===== src/rtl/trigger_seq_pkg.sv =====
`default_nettype none
// ============================================================================
// Module      : trigger_seq_pkg
// Description : Shared state encoding, default widths and helpers for the
//               trigger sequencer.
// Revision    : 1.0 - initial release
// ============================================================================
package trigger_seq_pkg;

    typedef enum logic [2:0] {
        ST_IDLE  = 3'd0,
        ST_ARMED = 3'd1,
        ST_DELAY = 3'd2,
        ST_PULSE = 3'd3,
        ST_DONE  = 3'd4
    } seq_state_t;

    localparam int         DEF_CNT_W      = 16;
    localparam int         DEF_DLY_W      = 32;
    localparam int         DEF_PW_W       = 16;
    localparam logic [7:0] C_FIRE_CNT_MAX = 8'd255;

    function automatic logic [7:0] fire_sat_inc(input logic [7:0] value);
        return (value == C_FIRE_CNT_MAX) ? value : value + 8'd1;
    endfunction

endpackage
`default_nettype wire


===== src/rtl/trigger_sequencer_if.sv =====
`default_nettype none
// ============================================================================
// Module      : trigger_sequencer_if
// Description : Control, configuration and status bundle of the trigger
//               sequencer. master = controller side, slave = sequencer side.
// Revision    : 1.0 - initial release
// ============================================================================
interface trigger_sequencer_if #(
    parameter int CNT_W = trigger_seq_pkg::DEF_CNT_W,
    parameter int DLY_W = trigger_seq_pkg::DEF_DLY_W,
    parameter int PW_W  = trigger_seq_pkg::DEF_PW_W
);
    logic             arm;
    logic             abort;
    logic             auto_rearm;
    logic [CNT_W-1:0] edge_target;
    logic [DLY_W-1:0] delay_cycles;
    logic [PW_W-1:0]  pulse_width;
    logic             trigger_in;
    logic             glitch_out;
    logic             armed;
    logic             busy;
    logic             done;
    logic [2:0]       state;
    logic [7:0]       fire_count;

    modport master (
        output arm, abort, auto_rearm, edge_target, delay_cycles, pulse_width, trigger_in,
        input  glitch_out, armed, busy, done, state, fire_count
    );

    modport slave (
        input  arm, abort, auto_rearm, edge_target, delay_cycles, pulse_width, trigger_in,
        output glitch_out, armed, busy, done, state, fire_count
    );
endinterface
`default_nettype wire


===== src/rtl/seq_down_counter.sv =====
`default_nettype none
// ============================================================================
// Module      : seq_down_counter
// Description : Loadable down counter that parks at 1 and flags expiry there.
// Revision    : 1.0 - initial release
// ============================================================================
module seq_down_counter #(
    parameter int WIDTH = 16
) (
    input  wire logic             clk,
    input  wire logic             rst,
    input  wire logic             load,
    input  wire logic             enable,
    input  wire logic [WIDTH-1:0] load_value,
    output logic      [WIDTH-1:0] value,
    output logic                  expire
);
    localparam logic [WIDTH-1:0] C_ONE = {{(WIDTH-1){1'b0}}, 1'b1};

    logic [WIDTH-1:0] r_value;

    always_ff @(posedge clk) begin
        if (rst) begin
            r_value <= '0;
        end else if (load) begin
            r_value <= load_value;
        end else if (enable && (r_value > C_ONE)) begin
            r_value <= r_value - C_ONE;
        end
    end

    assign value  = r_value;
    assign expire = (r_value == C_ONE);
endmodule
`default_nettype wire


===== src/rtl/trigger_sequencer.sv =====
`default_nettype none
// ============================================================================
// Module      : trigger_sequencer
// Description : Counts N qualified trigger events, waits a programmable delay
//               and emits one fire pulse of programmable width.
// Revision    : 1.0 - initial release
// ============================================================================
module trigger_sequencer
    import trigger_seq_pkg::*;
#(
    parameter int CNT_W = DEF_CNT_W,
    parameter int DLY_W = DEF_DLY_W,
    parameter int PW_W  = DEF_PW_W
) (
    input  wire logic           sampleclk,
    input  wire logic           reset,
    trigger_sequencer_if.slave  bus
);
    localparam logic [CNT_W-1:0] C_CNT_ONE = {{(CNT_W-1){1'b0}}, 1'b1};
    localparam logic [PW_W-1:0]  C_PW_ONE  = {{(PW_W-1){1'b0}}, 1'b1};

    seq_state_t       r_state, w_next;
    logic [CNT_W-1:0] r_tgt, r_edge_cnt, w_edge_inc;
    logic [DLY_W-1:0] r_dly, w_dly_val;
    logic [PW_W-1:0]  r_pw, w_pw_val;
    logic             w_latch, w_edge_en;
    logic             w_dly_load, w_dly_en, w_dly_exp;
    logic             w_pw_load, w_pw_en, w_pw_exp;
    logic             w_fire;
    logic             r_glitch;
    logic [7:0]       r_fire_cnt;

    assign w_edge_inc = r_edge_cnt + C_CNT_ONE;

    always_ff @(posedge sampleclk) begin
        if (reset) begin
            r_state <= ST_IDLE;
        end else begin
            r_state <= w_next;
        end
    end

    always_comb begin
        w_next     = r_state;
        w_latch    = 1'b0;
        w_edge_en  = 1'b0;
        w_dly_load = 1'b0;
        w_dly_en   = 1'b0;
        w_pw_load  = 1'b0;
        w_pw_en    = 1'b0;
        w_fire     = 1'b0;
        case (r_state)
            ST_IDLE: begin
                if (bus.arm && !bus.abort) begin
                    w_latch = 1'b1;
                    w_next  = ST_ARMED;
                end
            end
            ST_ARMED: begin
                if (bus.abort) begin
                    w_next = ST_IDLE;
                end else if (bus.trigger_in) begin
                    w_edge_en = 1'b1;
                    if (w_edge_inc == r_tgt) begin
                        if (r_dly == '0) begin
                            w_pw_load = 1'b1;
                            w_next    = ST_PULSE;
                        end else begin
                            w_dly_load = 1'b1;
                            w_next     = ST_DELAY;
                        end
                    end
                end
            end
            ST_DELAY: begin
                if (bus.abort) begin
                    w_next = ST_IDLE;
                end else if (w_dly_exp) begin
                    w_pw_load = 1'b1;
                    w_next    = ST_PULSE;
                end else begin
                    w_dly_en = 1'b1;
                end
            end
            ST_PULSE: begin
                if (bus.abort) begin
                    w_next = ST_IDLE;
                end else if (w_pw_exp) begin
                    w_fire = 1'b1;
                    w_next = ST_DONE;
                end else begin
                    w_pw_en = 1'b1;
                end
            end
            ST_DONE: begin
                if (bus.abort) begin
                    w_next = ST_IDLE;
                end else if (bus.auto_rearm) begin
                    w_latch = 1'b1;
                    w_next  = ST_ARMED;
                end else begin
                    w_next = ST_IDLE;
                end
            end
            default: w_next = ST_IDLE;
        endcase
    end

    // Shadow config: a zero target or width is stored as one at latch time.
    always_ff @(posedge sampleclk) begin
        if (reset) begin
            r_tgt      <= '0;
            r_dly      <= '0;
            r_pw       <= '0;
            r_edge_cnt <= '0;
        end else if (w_latch) begin
            r_tgt      <= (bus.edge_target == '0) ? C_CNT_ONE : bus.edge_target;
            r_dly      <= bus.delay_cycles;
            r_pw       <= (bus.pulse_width == '0) ? C_PW_ONE : bus.pulse_width;
            r_edge_cnt <= '0;
        end else if (w_edge_en) begin
            r_edge_cnt <= w_edge_inc;
        end
    end

    always_ff @(posedge sampleclk) begin
        if (reset) begin
            r_glitch   <= 1'b0;
            r_fire_cnt <= 8'd0;
        end else begin
            r_glitch <= (w_next == ST_PULSE);
            if (w_fire) begin
                r_fire_cnt <= fire_sat_inc(r_fire_cnt);
            end
        end
    end

    seq_down_counter #(.WIDTH(DLY_W)) u_dly_cnt (
        .clk        (sampleclk),
        .rst        (reset),
        .load       (w_dly_load),
        .enable     (w_dly_en),
        .load_value (r_dly),
        .value      (w_dly_val),
        .expire     (w_dly_exp)
    );

    seq_down_counter #(.WIDTH(PW_W)) u_pw_cnt (
        .clk        (sampleclk),
        .rst        (reset),
        .load       (w_pw_load),
        .enable     (w_pw_en),
        .load_value (r_pw),
        .value      (w_pw_val),
        .expire     (w_pw_exp)
    );

    assign bus.glitch_out = r_glitch;
    assign bus.armed      = (r_state == ST_ARMED);
    assign bus.busy       = (r_state == ST_ARMED) || (r_state == ST_DELAY) || (r_state == ST_PULSE);
    assign bus.done       = (r_state == ST_DONE);
    assign bus.state      = r_state;
    assign bus.fire_count = r_fire_cnt;

    // Counter values are only needed for expiry; keep them observable for debug.
    logic w_unused;
    assign w_unused = ^{w_dly_val, w_pw_val};
endmodule
`default_nettype wire


===== src/flat_wrapper.sv =====
// flat-port wrapper written by rule: the top's interface ports become plain ports
module trigger_sequencer_flat import trigger_seq_pkg::*;
#(
    parameter int CNT_W = DEF_CNT_W,
    parameter int DLY_W = DEF_DLY_W,
    parameter int PW_W  = DEF_PW_W
)
  (sampleclk, reset, bus_arm, bus_abort, bus_auto_rearm, bus_edge_target, bus_delay_cycles, bus_pulse_width, bus_trigger_in, bus_glitch_out, bus_armed, bus_busy, bus_done, bus_state, bus_fire_count);
  trigger_sequencer_if #(.CNT_W(CNT_W), .DLY_W(DLY_W), .PW_W(PW_W)) bus_i ();
  input  wire logic sampleclk;
  input  wire logic reset;
  input wire logic [$bits(bus_i.arm)-1:0] bus_arm;
  input wire logic [$bits(bus_i.abort)-1:0] bus_abort;
  input wire logic [$bits(bus_i.auto_rearm)-1:0] bus_auto_rearm;
  input wire logic [$bits(bus_i.edge_target)-1:0] bus_edge_target;
  input wire logic [$bits(bus_i.delay_cycles)-1:0] bus_delay_cycles;
  input wire logic [$bits(bus_i.pulse_width)-1:0] bus_pulse_width;
  input wire logic [$bits(bus_i.trigger_in)-1:0] bus_trigger_in;
  output wire logic [$bits(bus_i.glitch_out)-1:0] bus_glitch_out;
  output wire logic [$bits(bus_i.armed)-1:0] bus_armed;
  output wire logic [$bits(bus_i.busy)-1:0] bus_busy;
  output wire logic [$bits(bus_i.done)-1:0] bus_done;
  output wire logic [$bits(bus_i.state)-1:0] bus_state;
  output wire logic [$bits(bus_i.fire_count)-1:0] bus_fire_count;
  assign bus_i.arm = bus_arm;
  assign bus_i.abort = bus_abort;
  assign bus_i.auto_rearm = bus_auto_rearm;
  assign bus_i.edge_target = bus_edge_target;
  assign bus_i.delay_cycles = bus_delay_cycles;
  assign bus_i.pulse_width = bus_pulse_width;
  assign bus_i.trigger_in = bus_trigger_in;
  assign bus_glitch_out = bus_i.glitch_out;
  assign bus_armed = bus_i.armed;
  assign bus_busy = bus_i.busy;
  assign bus_done = bus_i.done;
  assign bus_state = bus_i.state;
  assign bus_fire_count = bus_i.fire_count;
  trigger_sequencer #(.CNT_W(CNT_W), .DLY_W(DLY_W), .PW_W(PW_W)) u_core (.sampleclk(sampleclk), .reset(reset), .bus(bus_i));
endmodule

===== config.mk =====
export PLATFORM = sky130hd
export DESIGN_NAME = trigger_sequencer_flat
export DESIGN_NICKNAME = d
export VERILOG_FILES = /design/src/rtl/trigger_seq_pkg.sv /design/src/rtl/trigger_sequencer_if.sv /design/src/rtl/seq_down_counter.sv /design/src/rtl/trigger_sequencer.sv /design/src/flat_wrapper.sv
export SDC_FILE = /design/constraint.sdc
export NUM_CORES = 1
export LEC_CHECK = 0
export BUFFER_PORTS_ARGS = -buffer_cell sky130_fd_sc_hd__buf_2
export CAP_MARGIN = 40
export CELL_PAD_IN_SITES_DETAIL_PLACEMENT = 1
export CELL_PAD_IN_SITES_GLOBAL_PLACEMENT = 1
export CORE_AREA = 2 2 130 132
export DETAILED_ROUTE_END_ITERATION = 8
export DIE_AREA = 0 0 132 134
export GPL_ROUTABILITY_DRIVEN = 0
export PLACE_DENSITY = 0.77
export SETUP_SLACK_MARGIN = 0.4
export SLEW_MARGIN = 20
export SYNTH_ARGS = -nofsm -noshare
export SYNTH_HDL_FRONTEND = slang
export SYNTH_SLANG_ARGS = --single-unit
export TNS_END_PERCENT = 50

===== constraint.sdc =====
create_clock -name sampleclk -period 3.14 [get_ports sampleclk]
set_clock_uncertainty 0.2 [all_clocks]
set_input_delay 0.314 -clock sampleclk [delete_from_list [all_inputs] [get_ports sampleclk]]
set_output_delay 0.314 -clock sampleclk [all_outputs]
set_load 0.03 [all_outputs]

==> impl_results.md, run 1 <==
- Clock root cell: clkbuf_16
- Layout area overhead: 38.03%
- Vias in the first global route: roughly 7500
- Vias post-DR: approximately 7400
- Multi-input logic area: between 4000 and 5000 um2
- Total wire length: 27550 um
- Worst path required time: around 3.3 ns
- Cell Pwr Density: about 440 nW/um2
- Endpoints failing setup: 0
- Worst EP arrival: approximately 3.2 ns
- Relative slew slack: a little under 50%
- Post-Synthesis Cells: 840
- Top sig layer: met4
- Fin crit period: between 3 and 4 ns
- Worst min path class: input pin to flop
- Die Area: ~18000 um2
- Power Total: 4.313 mW
- Post-route insts no fill: 1254
- Fin area: 9728 um2
- Ranking of synthesized cells by area: dfxtp_1 (40%), nand2_1 (6.1%), a21oi_1 (5.5%), xnor2_1 (4.2%), nor2_1 (3.9%)
- Row count: 47
- Flops & latches, synth: 140
- Placed cell count: roughly 1100
- Drt drc: 0
- Outcome: completed
- Measured slew at the worst slew-check pin: 0.7533 ns
- Utilization after layout: around 60%
- Dpl ws: -0.1080 ns
- Max-Cap Viols: 0
- Startpoint types: flop
- Number of H-tree levels: 4
- Storage element area: around 2800 um2
- Fmax: 329.6 MHz
- Critical path fanouts, max: 8
- Top cell type's share of synthesized area: 39.77%
- Vias per cell: between 5 and 6
- Syn_nets: 916
- Met2 Routed Length: 14130 um
- Layout cells sized above 1: 26.14%
- Port bufs: 84
- Setup ws final: 0.1064 ns
- Post-synth top flop: dfxtp_1
- Cts bufs inserted: 17
- Period utilisation layout: 96.61%
- Largest net degree at the start of global routing: 85
- Yosys Warn Count: 0
- Metal3 WL: 1042 um
- Die Y: 134 um
- Deepest clock path buffer count: 2
- Clock Sinks: 140
- Initial antenna violation count: 1
- Clk_lat worst skew: around 0.43 ns
- Initial Util: a little over two fifths
- Core footprint: around 16000 um2
- Avg WL per Cell: around 22 um
- DRT antenna net count: 0
- RSZ-0062 raised after global routing: true
- GRT Overall Usage: 28.47%
- TNS Setup: 0 ns
- Fraction of registers with async set/reset: 0%
- Layout net count: 1099
- Met1 wire length: 11470 um
- Biggest area consumer among synthesized cells: dfxtp_1
- Sequential share of the synthesized area: 39.77%
- # IOs: between 80 and 90
- CP endpoint kind: flop
- VDD IR max: roughly 0.38 mV
- Post-synth cell types: 71
- CTS tree: done
- Hold slack: 0.09105 ns
- DP Area: 7883 um2
- Fillers: around 1900
- Syn Std Cell Area: 7048 um2
- Starting DRT DRC Count: between 500 and 600
- Clock-pin slew on the worst setup and hold paths: 0.06 ns
- First-pass GRT wire length: 40300 um
- Critical path class: flop to flop
- Post-synth EDFFs: 0
- Die width: 132 um
- Final hold violations: 0
- Static Leakage: 3.842 nW
- Hpwl dp: 14690 um
- Synth Area per Inst: 8.390 um2
- Grt total ovfl: 0
- DRT Pass-1 Iters: 4
- Final max-slew violation count: 0
-- state kept, by name, summed over array words and instances, names as in the netlist --
register                flops
u_core.r_edge_cnt          16
u_core.bus.glitch_out       1
u_core.r_tgt               16
u_core.u_dly_cnt.value     32
u_core.bus.state            3
u_core.r_pw                16
u_core.u_pw_cnt.value      16
u_core.r_dly               32
u_core.bus.fire_count       8
-- area by class of cell --
cell class / count / share of cell area [%]
clock buffer: 22 / 4.875
timing repair buffer: 214 / 17.17
tap: 220 / 2.830
clock inverter: 7 / 1.183
multi-input combinational: 637 / 44.21
sequential: 140 / 29.21
antenna: 1 / 0.02572
inverter: 13 / 0.5016
-- what timing repair did --
item | CTS | global route
setup endpoints to repair | 49 | 52
setup buffers | 8 | 14
pin swaps | 7 | 21
cloned | 1 | 3
resized for setup | 41 | 52
hold buffers | 64 | 0
hold endpoints to repair | 64 | 0
-- worst max-delay path: stages, from the launching register on --
cell      delay, ns
dfxtp_4        0.40
ha_4           0.17
buf_6          0.13
buf_4          0.12
nand3b_1       0.13
a221oi_2       0.36
a21oi_2        0.09
nor4_4         0.23
nand4_1        0.18
buf_4          0.18
o21ai_4        0.26
buf_12         0.18
mux2_4         0.30
-- worst paths after layout --
path / from / to / slack [ns] / depth (start not counted)
min reg2reg: u_core.r_pw[11] / u_core.r_pw[11] / 0.25 / 2
max reg2reg: u_core.r_edge_cnt[0] / u_core.u_pw_cnt.value[6] / 0.11 / 12
min: reset / u_core.u_dly_cnt.value[1] / 0.09 / 2
max: u_core.r_edge_cnt[0] / u_core.u_pw_cnt.value[6] / 0.11 / 12
-- routing by layer --
| layer | track usage (%) | vias to the layer above |
|---|---|---|
| met5 | 0 | - |
| met4 | 10.99 | 0 |
| met3 | 3.930 | 72 |
| met2 | 51.07 | 249 |
| met1 | 34.60 | 3671 |
| li1 | - | 3375 |
-- power by group --
part	switching (mW)	leakage [nW]	internal (mW)	total [mW]
clock	0.786	0.284	1.30	2.08
combinational	0.203	2.41	0.176	0.379
sequential	0.0414	1.14	1.81	1.85
-- cell usage after synthesis, types with 4 or more instances --
master    count
a31oi_1       8
buf_2        12
or3_1        16
nor4_1       29
mux2i_1       4
o21ai_1      10
inv_1        13
a22o_1       23
or2_2         5
a21oi_1      77
dfxtp_1     140
nor2b_1      18
nor3_1       26
nand2_1     115
nor2_1       74
mux2_2        6
mux2_1        8
a22oi_1       5
nand3_1      27
and2_1        4
xor2_1       30
nand4_1      17
or4_1         5
o21ai_0      12
nor3b_1       4
a221oi_1      4
xnor2_1      34
and3_1        6
clkbuf_1     35
ha_1          6
-- placed cells by master, fill, tap and decap left out, types with 28 or more instances in the layout --
cell,instances
a21oi_1,75
buf_2,83
buf_4,56
dfxtp_1,127
dlygate4sd3_1,64
nand2_1,113
nor2_1,71
xnor2_1,34
xor2_1,28
-- logic make-up (layout without fill, tap and decap cells) --
family	after synthesis	count (layout)	synth area share, %
AO/OA/AOI/OAI	176	176	16.71
XOR/XNOR	64	64	7.953
adder cells (fa/ha/maj)	6	6	1.065
buffers and inverters	63	256	3.835
flip-flops	140	140	39.77
multiplexers	20	20	3.231
other	0	1	0
AND/OR/NAND/NOR	371	371	27.45
Note: power is estimated with default switching activity, not from simulation.
==> run 2, diff against run 1 <==
- CELL_PAD_IN_SITES_DETAIL_PLACEMENT: 1 -> unset
- CELL_PAD_IN_SITES_GLOBAL_PLACEMENT: 1 -> unset
- CORE_AREA: 2 2 130 132 -> 2 2 114 116
- DIE_AREA: 0 0 132 134 -> 0 0 116 118
- PLACE_DENSITY: 0.77 -> 0.76
==> run 2 against run 1 <==
Against the previous run:
- first-iteration DRC count rose by 23%
- highest routed layer unchanged
- global-route usage rose by 2.2 points
- cell count fell by 4.1%
- clock-buffer cell count rose by 1
- hold slack got worse by 0.018 ns
- critical endpoint is now u_core.u_pw_cnt.value[5]
==> impl_results.md, run 2 (synthesis results as in run 1) <==
- Die Y: 118 um (was 134 um)
- Antenna diodes: 0 (was 1)
- Grt total ovfl: 0 (unchanged)
- Critical path fanouts, max: 8 (unchanged)
- Cts bufs inserted: 17 (unchanged)
- Number of H-tree levels: 4 (unchanged)
- R2r startpoint: u_core.r_edge_cnt[2] (was u_core.r_edge_cnt[0])
- Setup ws final: 0.1774 ns (was 0.1064 ns)
- Period utilisation layout: 94.35% (was 96.61%)
- Power Total: 4.163 mW (was 4.313 mW)
- Crit-path most repeated cell: or3_4 (was buf_4)
- R2R Path End: u_core.u_pw_cnt.value[5] (was u_core.u_pw_cnt.value[6])
- Measured slew at the worst slew-check pin: 0.6538 ns (was 0.7533 ns)
- CP max stage cell: or3_4 (was dfxtp_4)
- Deepest clock path buffer count: 2 (unchanged)
- Critical path class: flop to flop (unchanged)
- Commonest non-fill, non-tap cell in the layout: dfxtp_1 (unchanged)
- Initial Util: 56.77% (was 43.27%)
- CTS tree: done (unchanged)
- DRT Pass-1 Iters: 6 (was 4)
- VDD IR max: 0.4218 mV (was 0.3795 mV)
- Cell Chain, Critical Path: buf_4 > nand3_2 > or3_4 > or3_4 > a31oi_1 > nand4_1 > o21ai_4 > clkbuf_16 > mux2_4 (was ha_4 > buf_6 > buf_4 > nand3b_1 > a221oi_2 > a21oi_2 > nor4_4 > nand4_1 > buf_4 > o21ai_4 > buf_12 > mux2_4)
- Clock root cell: clkbuf_16 (unchanged)
- DP Area: 7787 um2 (was 7883 um2)
- Worst stage delay on the critical path: 0.42 ns (was 0.40 ns)
- Placed cell count: 1080 (was 1134)
- Endpoints failing setup: 0 (unchanged)
- Outcome: completed (unchanged)
- CP endpoint kind: flop (unchanged)
- Core footprint: 12410 um2 (was 16290 um2)
- Fillers: 869 (was 1891)
- TNS Setup: 0 ns (unchanged)
- Final max-slew violation count: 0 (unchanged)
- Vias post-DR: 7148 (was 7367)
- Hpwl dp: 12230 um (was 14690 um)
- Post-route insts no fill: 1203 (was 1254)
- Die Area: 13690 um2 (was 17690 um2)
- GRT Overall Usage: 30.65% (was 28.47%)
- Reg2Reg Setup Slack: 0.18 ns (was 0.11 ns)
- Initial antenna violation count: 0 (was 1)
- Port bufs: 84 (unchanged)
- Starting DRT DRC Count: 647 (was 527)
- Startpoint types: flop (unchanged)
- Total wire length: 21540 um (was 27550 um)
- Fmax: 337.5 MHz (was 329.6 MHz)
- Row count: 41 (was 47)
- Max-Cap Viols: 0 (unchanged)
- Hold slack: 0.07346 ns (was 0.09105 ns)
- Utilization after layout: 77.40% (was 59.72%)
- # IOs: 85 (unchanged)
- Fin area: 9609 um2 (was 9728 um2)
- Fin crit period: 2.963 ns (was 3.034 ns)
- Layout cells sized above 1: 25.12% (was 26.14%)
- Relative slew slack: 55.29% (was 48.48%)
- Worst Hold Path Cells: 4 (was 2)
- Cell Pwr Density: 433.2 nW/um2 (was 443.4 nW/um2)
- Static Leakage: 3.826 nW (was 3.842 nW)
- Vias per cell: 5.942 (was 5.875)
- Largest net degree at the start of global routing: 67 (was 85)
- Hold endpoint: u_core.bus.glitch_out (was u_core.u_dly_cnt.value[1])
- Clk_lat worst skew: 0.44 ns (was 0.43 ns)
- Avg WL per Cell: 17.91 um (was 21.97 um)
- First-pass GRT wire length: 33320 um (was 40300 um)
- RSZ-0062 raised after global routing: true (unchanged)
- Storage element area: 2841 um2 (unchanged)
- Worst min path class: input pin to flop (unchanged)
- Clock Sinks: 140 (unchanged)
- Die width: 116 um (was 132 um)
- Worst EP arrival: 3.08 ns (was 3.15 ns)
- Dpl ws: -0.06001 ns (was -0.1080 ns)
- Drt drc: 0 (unchanged)
- DRT antenna net count: 0 (unchanged)
- Startpoint of the worst hold path: bus_abort (was reset)
- Multi-input logic area: 4258 um2 (was 4300 um2)
- Layout area overhead: 36.34% (was 38.03%)
- Worst path required time: 3.26 ns (was 3.25 ns)
- Layout net count: 1096 (was 1099)
- Clock-pin slew on the worst setup and hold paths: 0.06 ns (about the same)
- Final hold violations: 0 (unchanged)
- Most frequent cells in the layout: dfxtp_1 (125), nand2_1 (115), buf_2 (83), a21oi_1 (75), nor2_1 (74) (was dfxtp_1 (127), nand2_1 (113), buf_2 (83), a21oi_1 (75), nor2_1 (71))
- FF-to-FF path depth: 9 (was 12)
- Vias in the first global route: 6965 (was 7509)
[run 2: how the worst max path moves through the flow]
stage	end	startpoint	slack, ns
after floorplan	u_core.u_pw_cnt.value[0]	u_core.r_edge_cnt[1]	0.40
after global placement	u_core.u_pw_cnt.value[9]	u_core.r_edge_cnt[0]	0.002
after detailed placement	u_core.u_pw_cnt.value[9]	u_core.r_edge_cnt[0]	-0.06
after CTS	u_core.u_pw_cnt.value[15]	u_core.r_edge_cnt[1]	0.27
after global routing	u_core.u_pw_cnt.value[2]	u_core.r_edge_cnt[3]	0.1
final	u_core.u_pw_cnt.value[5]	u_core.r_edge_cnt[2]	0.18
[run 2: cell type report]
class / instances / area share (%)
Sequential cell: 140 / 29.57
Tap cell: 172 / 2.240
Inverter: 13 / 0.5078
Multi-Input combinational cell: 637 / 44.31
Clock inverter: 7 / 0.9505
Timing Repair Buffer: 211 / 17.55
Clock buffer: 23 / 4.870
[run 2: critical path, delay by kind of cell, from the launching register on]
| family | cells | cell delay [ns] |
|---|---|---|
| and+or+nand+nor | 4 | 1.11 |
| DFF | 1 | 0.35 |
| muxes | 1 | 0.31 |
| AOI/OAI and AO/OA | 2 | 0.52 |
| buffers and inverters | 2 | 0.36 |
[run 2: report_power, final]
| group | total [mW] | leakage (nW) | internal [mW] | switching (mW) |
|---|---|---|---|---|
| combinational | 0.365 | 2.41 | 0.178 | 0.187 |
| clock | 1.95 | 0.273 | 1.20 | 0.752 |
| sequential | 1.85 | 1.14 | 1.81 | 0.0360 |
[run 2: metal layers]
layer / routed length, um / GRT usage (%) / vias to the layer above / share of wire [%]
met5: 0 / 0 / - / 0
met1: 8550 / 35.76 / 3404 / 40
met3: 1339 / 8.136 / 74 / 6.2
met2: 11010 / 52.74 / 305 / 51
li1: - / - / 3365 / -
met4: 645 / 12.35 / 0 / 3.0
[run 2: timing repair]
action                     CTS  global route
hold endpoints to repair    64             0
hold buffers                64             0
gates resized for setup     41            45
setup endpoints to repair   41            51
buffers inserted            13            12
pin swaps                    9            26
gates cloned                 1             3
==> run 3, diff against run 2 <==
- BUFFER_PORTS_ARGS: -buffer_cell sky130_fd_sc_hd__buf_2 -> unset
- CORE_AREA: 2 2 114 116 -> 2 2 112 114
- DIE_AREA: 0 0 116 118 -> 0 0 114 116
- DONT_BUFFER_PORTS: unset -> 1
- PLACE_DENSITY: 0.76 -> 0.72
- clock period: 3.14 -> 3.2 ns (I/O delays scaled with it)
==> run 3 against run 2 <==
Against the previous run:
- utilization shrank 0.48 points
- total power shrank 1.5%
- clock-buffer cell count is the same
- the run now ends with hold timing left
- hold slack lost 0.11 ns
- non-clock buffer count shrank 82
- critical endpoint is now u_core.u_pw_cnt.value[10]
==> impl_results.md, run 3 (synthesis results as in run 1) <==
- Outcome: complete, but fails checks (was completed)
- Failing checks: hold timing
- Storage element area: 2841 um2 (unchanged)
- Clock root cell: clkbuf_16 (unchanged)
- Port bufs: 0 (was 84)
- Relative slew slack: 53.38% (was 55.29%)
- Dpl ws: 0.06992 ns (was -0.06001 ns)
- Final max-slew violation count: 0 (unchanged)
- Worst path required time: 3.32 ns (was 3.26 ns)
- Endpoints failing setup: 0 (unchanged)
- Largest net degree at the start of global routing: 107 (was 67)
- Startpoint types: flop (unchanged)
- Die Y: 116 um (was 118 um)
- Layout net count: 1014 (was 1096)
- GRT Overall Usage: 30.36% (was 30.65%)
- Hold slack: -0.04016 ns (was 0.07346 ns)
- Core footprint: 11910 um2 (was 12410 um2)
- Fin crit period: 2.942 ns (was 2.963 ns)
- Worst min path class: input pin to flop (unchanged)
- Layout area overhead: 30.00% (was 36.34%)
- DRT Pass-1 Iters: 6 (unchanged)
- Vias per cell: 6.307 (was 5.942)
- Avg WL per Cell: 19.67 um (was 17.91 um)
- WP buf/inv: 2 (unchanged)
- Fin area: 9163 um2 (was 9609 um2)
- Clock Sinks: 140 (unchanged)
- Layout cells sized above 1: 17.77% (was 25.12%)
- Hpwl dp: 12450 um (was 12230 um)
- Period utilisation layout: 91.93% (was 94.35%)
- VDD IR max: 0.5807 mV (was 0.4218 mV)
- Cell Chain, Critical Path: nand3_2 > or3_4 > or3_4 > a31oi_1 > nand4_1 > o21ai_4 > buf_6 > buf_12 > mux2_4 (was buf_4 > nand3_2 > or3_4 > or3_4 > a31oi_1 > nand4_1 > o21ai_4 > clkbuf_16 > mux2_4)
- Power Total: 4.101 mW (was 4.163 mW)
- Multi-input logic area: 4217 um2 (was 4258 um2)
- DRT antenna net count: 0 (unchanged)
- Cts bufs inserted: 17 (unchanged)
- Worst stage delay on the critical path: 0.44 ns (was 0.42 ns)
- Cell Pwr Density: 447.5 nW/um2 (was 433.2 nW/um2)
- TNS Setup: 0 ns (unchanged)
- Clk_lat worst skew: 0.43 ns (was 0.44 ns)
- Placed cell count: 963 (was 1080)
- Worst EP arrival: 3.06 ns (was 3.08 ns)
- RSZ-0062 raised after global routing: true (unchanged)
- Total wire length: 21600 um (was 21540 um)
- Critical path class: flop to flop (unchanged)
- Measured slew at the worst slew-check pin: 0.6985 ns (was 0.6538 ns)
- Deepest clock path buffer count: 2 (unchanged)
- Grt total ovfl: 0 (unchanged)
- Static Leakage: 3.584 nW (was 3.826 nW)
- Die Area: 13220 um2 (was 13690 um2)
- Initial antenna violation count: 0 (unchanged)
- Final hold violations: 3 (was 0)
- Commonest non-fill, non-tap cell in the layout: dfxtp_1 (unchanged)
- Most frequent cells in the layout: dfxtp_1 (125), nand2_1 (115), nor2_1 (74), a21oi_1 (74), dlygate4sd3_1 (72) (was dfxtp_1 (125), nand2_1 (115), buf_2 (83), a21oi_1 (75), nor2_1 (74))
- Clock-pin slew on the worst setup and hold paths: 0.06 ns (about the same)
- Max-Cap Viols: 0 (unchanged)
- Crit path max-delay family: simple AND/OR/NAND/NOR gates (unchanged)
- Fillers: 800 (was 869)
- # IOs: 85 (unchanged)
- Critical path fanouts, max: 8 (unchanged)
- First-pass GRT wire length: 31750 um (was 33320 um)
- Setup ws final: 0.2584 ns (was 0.1774 ns)
- Die width: 114 um (was 116 um)
- CP endpoint kind: flop (unchanged)
- Number of H-tree levels: 4 (unchanged)
- Row count: 40 (was 41)
- Post-route insts no fill: 1098 (was 1203)
- Vias post-DR: 6925 (was 7148)
- Crit-path most repeated cell: or3_4 (unchanged)
- CP max stage cell: or3_4 (unchanged)
- Fmax: 339.9 MHz (was 337.5 MHz)
- Drt drc: 0 (unchanged)
- Reg2Reg Setup Slack: 0.26 ns (was 0.18 ns)
- Antenna diodes: 0 (unchanged)
- CTS tree: done (unchanged)
- Initial Util: 59.17% (was 56.77%)
- Starting DRT DRC Count: 688 (was 647)
- Vias in the first global route: 6576 (was 6965)
- DP Area: 7223 um2 (was 7787 um2)
[run 3: layout make-up]
type / count / share of cell area [%]
inverter: 13 / 0.5326
multi-input combinational: 637 / 46.02
clock buffer: 23 / 5.326
clock inverter: 9 / 1.215
sequential: 140 / 31.01
tap: 147 / 2.007
timing repair buffer: 129 / 13.89
[run 3: worst register-to-register path: stages, from the launching register on]
cell and delay, ns:
dfxtp_4 0.40, nand3_2 0.17, or3_4 0.44, or3_4 0.39, a31oi_1 0.19, nand4_1 0.22, o21ai_4 0.25, buf_6 0.13
buf_12 0.13, mux2_4 0.31
[run 3: metrics by stage]
stage                     utilization, %  hold slack (ns)
after floorplan                        -           0.2318
after global placement             60.64           0.2085
after detailed placement           60.64           0.2120
after CTS                          73.62          -0.2261
after global routing               76.92        -0.009357
final                              76.92         -0.04016
[run 3: what timing repair did]
action	in CTS	in global routing
pin swaps	7	16
cloned	1	2
hold buffers	69	4
endpoints found under the setup margin	48	62
buffers inserted	12	15
endpoints found under the hold margin	112	40
gates resized for setup	36	50
[run 3: routing by layer]
metal / GRT usage, % / part of all wire, %
met5: 0 / 0
met3: 6.015 / 6.0
met4: 11.38 / 3.4
met1: 36.13 / 40
met2: 54.33 / 51
[run 3: final timing paths]
check,end,cells after the start,startpoint
worst min-delay path,u_core.u_pw_cnt.value[7],2,reset
worst min register to register,u_core.r_pw[12],1,u_core.r_pw[12]
worst max-delay path,u_core.u_pw_cnt.value[10],9,u_core.r_edge_cnt[6]
worst max register to register,u_core.u_pw_cnt.value[10],9,u_core.r_edge_cnt[6]
[run 3: report_power, final]
| group | internal [mW] | switching, mW | total (mW) |
|---|---|---|---|
| clock network | 1.23 | 0.765 | 2.00 |
| logic | 0.143 | 0.149 | 0.292 |
| registers | 1.78 | 0.0350 | 1.81 |
